[src/rtl/hazard_ctrl_pkg.sv]
// Shared encodings for the pipeline hazard controller: forward selects,
// result-source codes and the memory-wait FSM state type.
package hazard_ctrl_pkg;

    localparam logic [1:0] FWD_RF   = 2'b00;
    localparam logic [1:0] FWD_W    = 2'b01;
    localparam logic [1:0] FWD_M    = 2'b10;
    localparam logic [1:0] RES_LOAD = 2'b01;

    typedef enum logic {
        HZ_RUN      = 1'b0,
        HZ_MEM_WAIT = 1'b1
    } hz_state_t;

    // Memory stage is newer than writeback, so its result wins.
    function automatic logic [1:0] fwd_sel(
        input logic [4:0] rs,
        input logic [4:0] rd_m,
        input logic       wr_m,
        input logic [4:0] rd_w,
        input logic       wr_w
    );
        if (wr_m && (rd_m != 5'd0) && (rd_m == rs))
            return FWD_M;
        else if (wr_w && (rd_w != 5'd0) && (rd_w == rs))
            return FWD_W;
        else
            return FWD_RF;
    endfunction

endpackage

[src/rtl/hazard_ctrl_sat_counter.sv]
// Event counter that sticks at all-ones instead of wrapping.
module hz_sat_counter #(
    parameter int CNT_W = 32
) (
    input  logic             clk,
    input  logic             rst,
    input  logic             inc,
    output logic [CNT_W-1:0] cnt
);

    always_ff @(posedge clk or posedge rst) begin
        if (rst)
            cnt <= '0;
        else if (inc && (cnt != '1))
            cnt <= cnt + CNT_W'(1);
    end

endmodule

[src/rtl/hazard_ctrl.sv]
// Pipeline hazard controller: forwarding, load-use / redirect / memory-wait
// stall and flush generation, memory-wait timeout and activity counters.
module hazard_ctrl
    import hazard_ctrl_pkg::*;
#(
    parameter int TIMEOUT = 16,
    parameter int CNT_W   = 32
) (
    input  logic             clk,
    input  logic             rst,
    input  logic [4:0]       Rs1D,
    input  logic [4:0]       Rs2D,
    input  logic [4:0]       Rs1E,
    input  logic [4:0]       Rs2E,
    input  logic [4:0]       RdE,
    input  logic [1:0]       ResultSrcE,
    input  logic             PCSrcE,
    input  logic [4:0]       RdM,
    input  logic [4:0]       RdW,
    input  logic             RegWriteM,
    input  logic             RegWriteW,
    input  logic             MemReqM,
    input  logic             mem_ready,
    output logic             StallF,
    output logic             StallD,
    output logic             StallE,
    output logic             StallM,
    output logic             FlushD,
    output logic             FlushE,
    output logic [1:0]       ForwardAE,
    output logic [1:0]       ForwardBE,
    output logic             mem_err,
    output logic [CNT_W-1:0] stall_cnt,
    output logic [CNT_W-1:0] flush_cnt
);

    localparam int WW = $clog2(TIMEOUT) + 1;

    hz_state_t   state;
    logic [WW-1:0] wait_cnt;
    logic        load_use;
    logic        mem_wait;
    logic        abort;

    assign abort    = (state == HZ_MEM_WAIT) && (wait_cnt == WW'(TIMEOUT - 1));
    assign mem_wait = MemReqM && !mem_ready && !abort;
    assign load_use = (ResultSrcE == RES_LOAD) && (RdE != 5'd0) &&
                      ((RdE == Rs1D) || (RdE == Rs2D));

    always_comb begin
        StallF    = 1'b0;
        StallD    = 1'b0;
        StallE    = 1'b0;
        StallM    = 1'b0;
        FlushD    = 1'b0;
        FlushE    = 1'b0;
        ForwardAE = FWD_RF;
        ForwardBE = FWD_RF;
        if (rst) begin
            // Keep bubbles flowing into D and E while the core is held in reset.
            FlushD = 1'b1;
            FlushE = 1'b1;
        end else begin
            ForwardAE = fwd_sel(Rs1E, RdM, RegWriteM, RdW, RegWriteW);
            ForwardBE = fwd_sel(Rs2E, RdM, RegWriteM, RdW, RegWriteW);
            if (mem_wait) begin
                // Freeze everything, including E, so a pending redirect survives.
                StallF = 1'b1;
                StallD = 1'b1;
                StallE = 1'b1;
                StallM = 1'b1;
            end else if (PCSrcE) begin
                FlushD = 1'b1;
                FlushE = 1'b1;
            end else if (load_use) begin
                StallF = 1'b1;
                StallD = 1'b1;
                FlushE = 1'b1;
            end
        end
    end

    always_ff @(posedge clk or posedge rst) begin
        if (rst) begin
            state    <= HZ_RUN;
            wait_cnt <= '0;
            mem_err  <= 1'b0;
        end else if (state == HZ_RUN) begin
            if (mem_wait) begin
                state    <= HZ_MEM_WAIT;
                wait_cnt <= WW'(1);
            end
        end else begin
            if (mem_ready || !MemReqM) begin
                state    <= HZ_RUN;
                wait_cnt <= '0;
            end else if (abort) begin
                state    <= HZ_RUN;
                wait_cnt <= '0;
                mem_err  <= 1'b1;
            end else begin
                wait_cnt <= wait_cnt + WW'(1);
            end
        end
    end

    hz_sat_counter #(.CNT_W(CNT_W)) u_stall_cnt (
        .clk (clk),
        .rst (rst),
        .inc (StallF),
        .cnt (stall_cnt)
    );

    hz_sat_counter #(.CNT_W(CNT_W)) u_flush_cnt (
        .clk (clk),
        .rst (rst),
        .inc (FlushD),
        .cnt (flush_cnt)
    );

endmodule
[config.mk]
export PLATFORM = sky130hd
export DESIGN_NAME = hazard_ctrl
export DESIGN_NICKNAME = d
export VERILOG_FILES = /design/src/rtl/hazard_ctrl_pkg.sv /design/src/rtl/hazard_ctrl_sat_counter.sv /design/src/rtl/hazard_ctrl.sv
export SDC_FILE = /design/constraint.sdc
export NUM_CORES = 1
export LEC_CHECK = 0
export CELL_PAD_IN_SITES_DETAIL_PLACEMENT = 1
export CELL_PAD_IN_SITES_GLOBAL_PLACEMENT = 1
export CORE_ASPECT_RATIO = 1.5
export CORE_MARGIN = 8
export CORE_UTILIZATION = 38
export DETAILED_ROUTE_END_ITERATION = 6
export PLACE_DENSITY_LB_ADDON = 0.1
export SLEW_MARGIN = 10
export SYNTH_ARGS = -nofsm -noshare
export SYNTH_HDL_FRONTEND = slang
export SYNTH_SLANG_ARGS = --single-unit
[constraint.sdc]
create_clock -name clk -period 6.1 [get_ports clk]
set_clock_uncertainty 0.2 [all_clocks]
set_input_delay 0.915 -clock clk [delete_from_list [all_inputs] [get_ports clk]]
set_output_delay 0.915 -clock clk [all_outputs]
set_load 0.01 [all_outputs]
==> impl_metrics.csv, run 1 <==
group,metric,value,unit
layout,syn_to_final_growth,41.2,%
clocking,clkSlewWorstSetupHoldPaths,0.05,ns
setup_path,crit_type,"input pin to output pin",
yosys,yosysSeqAreaShare,0.458,
global_route,antenna_found_initial,0,
setup_path,critPathTopFamily,"buffers and inverters",
setup_path,cp_common_cell,"clkdlybuf4s50_1",
yosys,synth_edf_count,0,
yosys,netlist_area,0.00388,mm^2
power_and_ir_drop,ir_drop,0.148,mV
setup_path,crit_chain,"clkdlybuf4s50_1 > or4_1 > o21ai_1 > nor3_1 > a21oi_2 > buf_4 > inv_1 > clkdlybuf4s50_1",
sta,fin_tns_setup,0,ns
clocking,h-tree-depth,3,
clocking,post-cts-setup-buffers,0,
detailed_routing,drtAntennaViolNets,0,
power_and_ir_drop,powerDensity,257,mW/mm^2
yosys,synth.distinct_cells,45,
floorplanning,die_x,98.5,um
yosys,synth_async_sr_flop_share,1.00,
global_route,grt_pass1_wl,18500,um
sta,setup_viol,0,
layout,fin_area,0.00548,mm^2
setup_path,cp_max_fo,32,
global_route,grt_pass1_vias,3745,
sta,rsz0062_at_grt,"no",
floorplanning,coreArea,0.0100,mm^2
yosys,yosys_most_used_dff,"dfrtp_1",
yosys,ys_ff_latch,71,
clocking,cts_tree,"done",
detailed_routing,via_count,3324,
yosys,syn_nets,429,
setup_path,endpoint,"StallD",
floorplanning,row_count,45,
yosys,syn_inst,382,
clocking,clk_latency,0.33,ns
setup_path,cp-startpoint,"RdE[1]",
detailed_routing,wire_per_inst,17.1,um
place,place.gp.congestion,0.799,
place,hpwlAfterDp,8230,um
floorplanning,dieArea,0.0138,mm^2
clocking,numCtsBuffers,9,
place,port_buffers,118,
floorplanning,io_pins,119,
power_and_ir_drop,leakagePower,0.00229,uW
detailed_routing,via_per_inst,5.34,
setup_path,reg2reg_from,"u_stall_cnt.cnt[18]",
sta,timing.fmax,228,MHz
setup_path,critical_path_required,4.98,ns
floorplanning,die_h,140,um
global_route,grt_util_met2,0.278,
clocking,root_buffer,"clkbuf_16",
sta,slew_headroom,0.394,
setup_path,rr_endpoint,"u_stall_cnt.cnt[1]",
setup_path,cp.depth,8,
detailed_routing,dr.pass1.iters,4,
setup_path,rr_worst_depth,5,
detailed_routing,wl,10600,um
sta,period_minus_slack,4.39,ns
sta,period_share,0.720,
global_route,met3_usage,0.0699,
place,post_dp_cell_area,0.00514,mm^2
yosys,avgSynthCellArea,10.2,um^2
detailed_routing,drc,0,
setup_path,cp_num_buf_inv,4,
sta,finalHoldViolCount,0,
clocking,postCtsHoldBufs,0,
setup_path,ff2ff_setup_slack,3.21,ns
setup_path,critPathArrivalTime,3.28,ns
setup_path,cpPeakStageDelay,0.54,ns
hold_path,holdCritPathClass,"flip-flop to flip-flop",
status,status,"completed",
sta,drv_slew,0,
setup_path,worstSetupStartpointType,"input pin",
global_route,busiest_layer,"met2",
power_and_ir_drop,p_total,1410,uW
setup_path,endpoint_kind,"output pin",
clocking,ctsLongestPathBuffers,2,
global_route,use_met1,0.177,
global_route,grt_overflow,0,
layout,drive_gt1_frac,0.0554,
layout,fin_nets,547,
floorplanning,initial_core_util,0.387,
global_route,grt_max_degree,72,
run,cap_violations,0,
sta,worstMarginPinSlew,0.908,ns
layout,antenna_cells,0,
detailed_routing,drt-initial-drc-count,97,
global_route,grtUsageTotal,0.164,
clocking,ctsResizeCount,0,
clocking,clkSinkCount,71,
setup_path,slowest_stage,"or4_1",
yosys,ys.warnings.count,0,
-- stage by stage --
stage / hold slack (ns) / utilization / setup WS, ns / cells
after global placement: 0.246 / 0.513 / 1.71 / 606
after CTS: 0.273 / 0.546 / 1.69 / 622
final: 0.265 / 0.546 / 1.71 / 622
after detailed placement: 0.257 / 0.513 / 1.68 / 606
after global routing: 0.278 / 0.546 / 1.57 / 622
after floorplan: 0.249 / - / 1.42 / 382
-- registers in the layout, indices dropped and copies added (netlist names) --
| register | count |
|---|---|
| wait_cnt | 5 |
| u_flush_cnt.cnt | 32 |
| state | 1 |
| mem_err | 1 |
| u_stall_cnt.cnt | 32 |
-- final cells by class --
type	count	area [um^2]
timing repair buffer	120	1200
multi-input combinational	292	2000
clock buffer	11	253
sequential	71	1780
fill	1127	4550
inverter	6	22.5
tap	117	146
clock inverter	5	80.1
-- layout by cell type (no fill, tap or decap), drive strengths merged, types with 2 or more instances in the layout --
master           n
and3             5
nand3           29
o21ai            6
and4             7
and2             4
dfrtp           71
o211ai           2
clkbuf          11
or4              5
bufinv           2
nand4           24
nor4b            5
or2              2
clkinvlp         2
nor3            16
clkdlybuf4s50  118
xor2            46
nor2            20
or3              3
nor4            21
a21oi            2
inv              6
xnor2           47
nand2           33
buf              2
ha               3
-- per-layer routing --
layer / up-vias / part of all wire
met5: - / 0
met4: 0 / 0.015
met3: 10 / 0.083
met2: 90 / 0.50
met1: 1629 / 0.40
li1: 1595 / -
-- worst min path at each step --
stage	startpoint	to	slack (ns)	cells past startpoint
final	mem_err	mem_err	0.26	1
after global routing	mem_err	mem_err	0.28	1
after CTS	mem_err	mem_err	0.27	1
after detailed placement	mem_err	mem_err	0.26	1
after global placement	mem_err	mem_err	0.25	1
after floorplan	wait_cnt[4]	wait_cnt[4]	0.25	1
-- kinds of logic (layout without fill, tap and decap cells) --
family / Yosys count / after routing / share of synthesized area
simple gates: 180 / 180 / 0.263
xor+xnor: 93 / 93 / 0.210
flops: 71 / 71 / 0.458
buf+inv: 19 / 142 / 0.0261
compound gates: 14 / 14 / 0.0277
fa+ha+maj: 3 / 3 / 0.00968
mux: 2 / 2 / 0.00548
-- where the power goes --
group | internal (uW) | leakage, uW | switching [uW]
clock network | 379 | 0.000158 | 199
registers | 512 | 0.000949 | 62.8
logic | 145 | 0.00118 | 109
-- synth_stat cells (2+ instances only) --
cell / n / area share
and2_1: 4 / 0.0065
and3_1: 5 / 0.0081
and4_1: 7 / 0.016
buf_2: 6 / 0.0077
buf_4: 4 / 0.0077
clkbuf_1: 2 / 0.0019
dfrtp_1: 71 / 0.46
ha_1: 3 / 0.0097
inv_1: 6 / 0.0058
nand2_1: 33 / 0.032
nand3_1: 28 / 0.036
nand4_1: 23 / 0.037
nor2_1: 20 / 0.019
nor3_1: 14 / 0.018
nor3_2: 2 / 0.0052
nor4_1: 20 / 0.032
nor4b_1: 3 / 0.0068
nor4b_2: 2 / 0.0077
o211ai_1: 2 / 0.0039
o21ai_0: 4 / 0.0052
o21ai_1: 2 / 0.0026
or3_1: 3 / 0.0048
or4_1: 5 / 0.0097
xnor2_1: 47 / 0.11
xor2_1: 46 / 0.10
(Power assumes the default switching activity.)
==> run 2, diff against run 1 <==
--- a/config.mk
+++ b/config.mk
@@ -9,7 +9,7 @@
 export CELL_PAD_IN_SITES_GLOBAL_PLACEMENT = 1
 export CORE_ASPECT_RATIO = 1.5
 export CORE_MARGIN = 8
-export CORE_UTILIZATION = 38
+export CORE_UTILIZATION = 36
 export DETAILED_ROUTE_END_ITERATION = 6
 export PLACE_DENSITY_LB_ADDON = 0.1
 export SLEW_MARGIN = 10
==> constraint.sdc (replaced) <==
create_clock -name clk -period 4.5 [get_ports clk]
set_clock_uncertainty 0.2 [all_clocks]
set_input_delay 0.675 -clock clk [delete_from_list [all_inputs] [get_ports clk]]
set_output_delay 0.675 -clock clk [all_outputs]
set_load 0.01 [all_outputs]
==> impl_metrics.csv, run 2 (same netlist as run 1, synthesis figures left out) <==
group,metric,value,unit
status,status,"completed",
sta,fin_tns_setup,0,ns
detailed_routing,wire_per_inst,17.2,um
setup_path,cp.depth,6,
detailed_routing,drc,0,
run,cap_violations,0,
detailed_routing,drtAntennaViolNets,0,
floorplanning,dieArea,0.0144,mm^2
detailed_routing,topRoutingLayerUsed,"met4",
setup_path,reg2reg_from,"u_stall_cnt.cnt[18]",
global_route,grtUsageTotal,0.161,
detailed_routing,via_per_inst,5.09,
detailed_routing,dr.pass1.iters,4,
layout,fin_nets,547,
layout,num-fill-cells,1196,
sta,drv_slew,0,
setup_path,rr_worst_depth,5,
setup_path,cp_max_fo,4,
layout,syn_to_final_growth,40.8,%
sta,finalHoldViolCount,0,
floorplanning,row_count,46,
layout,final_common_cell,"clkdlybuf4s50_1",
setup_path,critPathArrivalTime,3.01,ns
global_route,grt_max_degree,72,
floorplanning,initial_core_util,0.368,
power_and_ir_drop,ir_drop,0.184,mV
sta,timing.fmax,257,MHz
sta,setup_viol,0,
setup_path,endpoint,"ForwardAE[0]",
global_route,grt_overflow,0,
setup_path,endpoint_kind,"output pin",
setup_path,critPathTopFamily,"buffers and inverters",
setup_path,crit_type,"input pin to output pin",
layout,fin_area,0.00546,mm^2
setup_path,cp_num_buf_inv,2,
clocking,h-tree-depth,3,
place,port_buffers,118,
layout,drive_gt1_frac,0.0554,
place,post_dp_cell_area,0.00518,mm^2
place,place.gp.congestion,0.817,
clocking,clkSlewWorstSetupHoldPaths,0.05,ns
setup_path,ff2ff_setup_slack,1.53,ns
power_and_ir_drop,leakagePower,0.00226,uW
global_route,grt_pass1_vias,3728,
global_route,grt_pass1_wl,18500,um
setup_path,rr_endpoint,"u_stall_cnt.cnt[1]",
setup_path,worstSetupStartpointType,"input pin",
floorplanning,coreArea,0.0105,mm^2
floorplanning,die_h,143,um
detailed_routing,wl,11200,um
sta,period_share,0.864,
place,place_ws,0.586,ns
detailed_routing,met2_length,5720,um
clocking,post-cts-setup-buffers,0,
clocking,root_buffer,"clkbuf_16",
clocking,ctsLongestPathBuffers,2,
setup_path,cpPeakStageDelay,0.60,ns
detailed_routing,wl_met3,818,um
clocking,numCtsBuffers,9,
detailed_routing,drt-initial-drc-count,131,
sta,slew_headroom,0.380,
sta,worstMarginPinSlew,0.929,ns
hold_path,holdCritPathClass,"flip-flop to flip-flop",
setup_path,crit_chain,"clkdlybuf4s50_1 > or4_1 > o21ai_0 > nor3_1 > nor4_1 > clkdlybuf4s50_1",
layout,reg_top3,"u_flush_cnt.cnt (32), u_stall_cnt.cnt (32), wait_cnt (5)",
sta,period_minus_slack,3.89,ns
sta,timing.final.ws_setup,0.612,ns
clocking,clkSinkCount,71,
layout,antenna_cells,0,
detailed_routing,drt-met1-wl,4530,um
clocking,cts_tree,"done",
floorplanning,io_pins,119,
clocking,ctsResizeCount,0,
clocking,postCtsHoldBufs,0,
place,hpwlAfterDp,8710,um
setup_path,cp-startpoint,"RdM[2]",
setup_path,critical_path_required,3.62,ns
layout,final_cell_mix,"clkdlybuf4s50_1 (118), dfrtp_1 (71), xnor2_1 (47), xor2_1 (46), nand2_1 (33)",
global_route,antenna_found_initial,0,
detailed_routing,via_count,3304,
sta,rsz0062_at_grt,"no",
setup_path,cp_common_cell,"clkdlybuf4s50_1",
power_and_ir_drop,powerDensity,330,mW/mm^2
setup_path,slowest_stage,"clkdlybuf4s50_1",
floorplanning,die_x,101,um
clocking,clk_latency,0.33,ns
-- run 2: layout make-up --
type | instances | area [um^2] | area share
tap | 144 | 180 | 0.0330
sequential | 71 | 1780 | 0.325
clock buffer | 10 | 239 | 0.0438
inverter | 6 | 22.5 | 0.00412
clock inverter | 6 | 45.0 | 0.00825
timing repair buffer | 120 | 1200 | 0.219
multi-input combinational | 292 | 2000 | 0.366
-- run 2: how the worst min path moves through the flow --
| stage | from | to | slack, ns | depth (start not counted) |
|---|---|---|---|---|
| floorplan | wait_cnt[4] | wait_cnt[4] | 0.25 | 1 |
| finish | mem_err | mem_err | 0.26 | 1 |
| detailed placement | mem_err | mem_err | 0.25 | 1 |
| global placement | mem_err | mem_err | 0.25 | 1 |
| global route | mem_err | mem_err | 0.28 | 1 |
| CTS | mem_err | mem_err | 0.26 | 1 |
-- run 2: where the power goes --
part | switching (uW) | internal, uW | leakage (uW)
combinational | 153 | 198 | 0.00118
sequential | 88.1 | 694 | 0.000949
clock | 278 | 390 | 0.000131
-- run 2: routing by layer --
layer / up-vias / global-route usage
met1: 1614 / 0.173
met3: 8 / 0.0609
met4: 0 / 0.0520
met5: - / 0
li1: 1588 / -
met2: 94 / 0.281
-- run 2: stage by stage --
step	utilization	cells	hold WS [ns]	total power, uW
detailed placement	0.491	633	0.248	1150
CTS	0.518	649	0.263	1830
global route	0.518	649	0.276	1890
floorplan	-	382	0.249	931
finish	0.518	649	0.257	1800
global placement	0.491	633	0.246	1140
==> run 3, diff against run 2 <==
--- a/config.mk
+++ b/config.mk
@@ -11,8 +11,11 @@
 export CORE_MARGIN = 8
 export CORE_UTILIZATION = 36
 export DETAILED_ROUTE_END_ITERATION = 6
+export HOLD_SLACK_MARGIN = 0.03
 export PLACE_DENSITY_LB_ADDON = 0.1
+export SETUP_SLACK_MARGIN = 0.2
 export SLEW_MARGIN = 10
 export SYNTH_ARGS = -nofsm -noshare
 export SYNTH_HDL_FRONTEND = slang
+export SYNTH_HIERARCHICAL = 1
 export SYNTH_SLANG_ARGS = --single-unit
==> impl_metrics.csv, run 3 <==
group,metric,value,unit
setup_path,critPathTopFamily,"buffers and inverters",
layout,fin_nets,545,
clocking,numCtsBuffers,9,
floorplanning,initial_core_util,0.371,
yosys,muxShareOfSynthArea,0.0134,
floorplanning,row_count,46,
power_and_ir_drop,ir_drop,0.231,mV
layout,num-fill-cells,1218,
sta,setup_viol,0,
place,port_buffers,118,
setup_path,ff2ff_setup_slack,1.12,ns
floorplanning,coreArea,0.0106,mm^2
power_and_ir_drop,powerDensity,333,mW/mm^2
yosys,synth-xor-area-share,0.192,
setup_path,cp_max_fo,9,
hold_path,hold_start,"mem_err",
layout,seqCellArea,0.00178,mm^2
detailed_routing,via_per_inst,5.23,
setup_path,worstSetupStartpointType,"input pin",
setup_path,cp_common_cell,"clkdlybuf4s50_1",
clocking,cts_tree,"done",
layout,multi_input_area,0.00207,mm^2
yosys,synth_area_leaders,"dfrtp_1 (45%), xnor2_1 (14%), nand3_1 (6.0%)",
clocking,root_buffer,"clkbuf_16",
hold_path,min_to,"mem_err",
setup_path,rr_endpoint,"u_flush_cnt/cnt[31]",
sta,period_share,0.873,
status,status,"completed",
setup_path,rr_worst_depth,10,
detailed_routing,drc,0,
global_route,grtUsageTotal,0.159,
clocking,postCtsHoldBufs,0,
sta,slew_headroom,0.515,
place,place.gp.congestion,0.776,
yosys,synthTopCellsByCount,"dfrtp_1 (71), xnor2_1 (62), nand3_1 (47), xor2_1 (24)",
power_and_ir_drop,leakagePower,0.00227,uW
yosys,synth_most_common_cell,"dfrtp_1",
hold_path,whs_path_depth,1,
global_route,antenna_found_initial,0,
setup_path,cp_num_buf_inv,3,
yosys,ys.warnings.count,6,
sta,timing.fmax,255,MHz
place,hpwlAfterDp,8800,um
power_and_ir_drop,p_total,1860,uW
detailed_routing,wire_per_inst,17.3,um
yosys,syn_inst,372,
detailed_routing,via_count,3385,
clocking,clk_latency,0.33,ns
yosys,yosysSeqAreaShare,0.453,
global_route,grt_overflow,0,
setup_path,endpoint_kind,"output pin",
detailed_routing,wl,11200,um
yosys,netlist_area,0.00392,mm^2
setup_path,critPathArrivalTime,3.05,ns
yosys,syn_nets,419,
yosys,synth_top_family_by_area,"simple AND/OR/NAND/NOR gates",
setup_path,critical_path_required,3.62,ns
yosys,synthSimpleGateAreaFrac,0.237,
sta,timing.final.ws_setup,0.571,ns
clocking,clkSlewWorstSetupHoldPaths,0.05,ns
clocking,ctsLongestPathBuffers,2,
yosys,synth_compound_area_frac,0.0743,
sta,worstMarginPinSlew,0.725,ns
layout,final_core_util,0.527,
yosys,yosys.area.top_type_share,0.453,
floorplanning,die_x,101,um
setup_path,reg2reg_from,"wait_cnt[0]",
global_route,grt_pass1_wl,18500,um
clocking,post-cts-setup-buffers,0,
hold_path,holdCritPathClass,"flip-flop to flip-flop",
layout,syn_to_final_growth,42.3,%
detailed_routing,drt-initial-drc-count,88,
global_route,grt_pass1_vias,3695,
clocking,h-tree-depth,3,
sta,fin_tns_setup,0,ns
layout,final_common_cell,"clkdlybuf4s50_1",
place,place_ws,0.520,ns
layout,reg_top3,"u_flush_cnt/cnt (32), u_stall_cnt/cnt (32), wait_cnt (5)",
yosys,synth.distinct_cells,47,
setup_path,slowest_stage,"clkdlybuf4s50_1",
yosys,synth_edf_count,0,
floorplanning,dieArea,0.0146,mm^2
floorplanning,io_pins,119,
sta,rsz0062_at_grt,"no",
setup_path,cpPeakStageDelay,0.59,ns
sta,period_minus_slack,3.93,ns
layout,antenna_cells,0,
yosys,synthAdderAreaFrac,0.00957,
global_route,grt_max_degree,33,
setup_path,crit_type,"input pin to output pin",
layout,drive_gt1_frac,0.0795,
yosys,synth_async_sr_flop_share,1.00,
setup_path,crit_chain,"clkdlybuf4s50_1 > inv_1 > o211ai_1 > or4_1 > nor4_2 > clkdlybuf4s50_1",
layout,final_cell_mix,"clkdlybuf4s50_1 (118), dfrtp_1 (71), xnor2_1 (62), nand3_1 (47), xor2_1 (24)",
clocking,clkSinkCount,71,
yosys,yosys_most_used_dff,"dfrtp_1",
floorplanning,die_h,144,um
yosys,avgSynthCellArea,10.5,um^2
sta,drv_slew,0,
detailed_routing,dr.pass1.iters,4,
yosys,synth_area_leader_cell,"dfrtp_1",
detailed_routing,drtAntennaViolNets,0,
clocking,ctsResizeCount,0,
run,cap_violations,0,
sta,finalHoldViolCount,0,
sta,holdWs,0.274,ns
yosys,ys_ff_latch,71,
## run 3: layer usage
metal  track usage  up-vias  wire [um]
li1              -     1599          -
met1         0.165     1695       4350
met2         0.287       82       5940
met3        0.0528        9        787
met4        0.0607        0        144
met5             0        -          0
## run 3: stage by stage
stage               std cells  cell area [um^2]
floorplan                 372              3920
global placement          631              5280
detailed placement        631              5280
CTS                       647              5580
global route              647              5580
finish                    647              5580
## run 3: area by class of cell
type / count / share of cell area
Multi-Input combinational cell: 282 / 0.370
Sequential cell: 71 / 0.318
Timing Repair Buffer: 123 / 0.218
Clock buffer: 11 / 0.0435
Tap cell: 144 / 0.0323
Clock inverter: 5 / 0.0101
Inverter: 11 / 0.00740
## run 3: worst max-delay path by stage
| stage | start | to | slack, ns | cells after the start |
|---|---|---|---|---|
| 3_5_place_dp | RdE[2] | u_stall_cnt/cnt[29] | 0.52 | 11 |
| 5_1_grt | rst | ForwardBE[0] | 0.35 | 6 |
| 4_1_cts | rst | ForwardBE[0] | 0.52 | 6 |
| 6_report | rst | ForwardBE[0] | 0.57 | 6 |
| 2_1_floorplan | RdE[2] | u_stall_cnt/cnt[31] | 0.82 | 10 |
| 3_3_place_gp | rst | ForwardBE[0] | 0.51 | 6 |
## run 3: cells by family (layout without fill, tap and decap cells)
group / Yosys count / count (layout)
flip-flops: 71 / 71
AO/OA/AOI/OAI: 31 / 31
multiplexers: 5 / 5
buffers and inverters: 19 / 150
adder cells (fa/ha/maj): 3 / 3
AND/OR/NAND/NOR: 157 / 157
XOR/XNOR: 86 / 86
## run 3: report_power, final
group | total (uW) | switching, uW | internal (uW) | leakage, uW
Clock | 717 | 273 | 444 | 0.000146
Combinational | 368 | 159 | 209 | 0.00115
Sequential | 775 | 82.0 | 693 | 0.000967
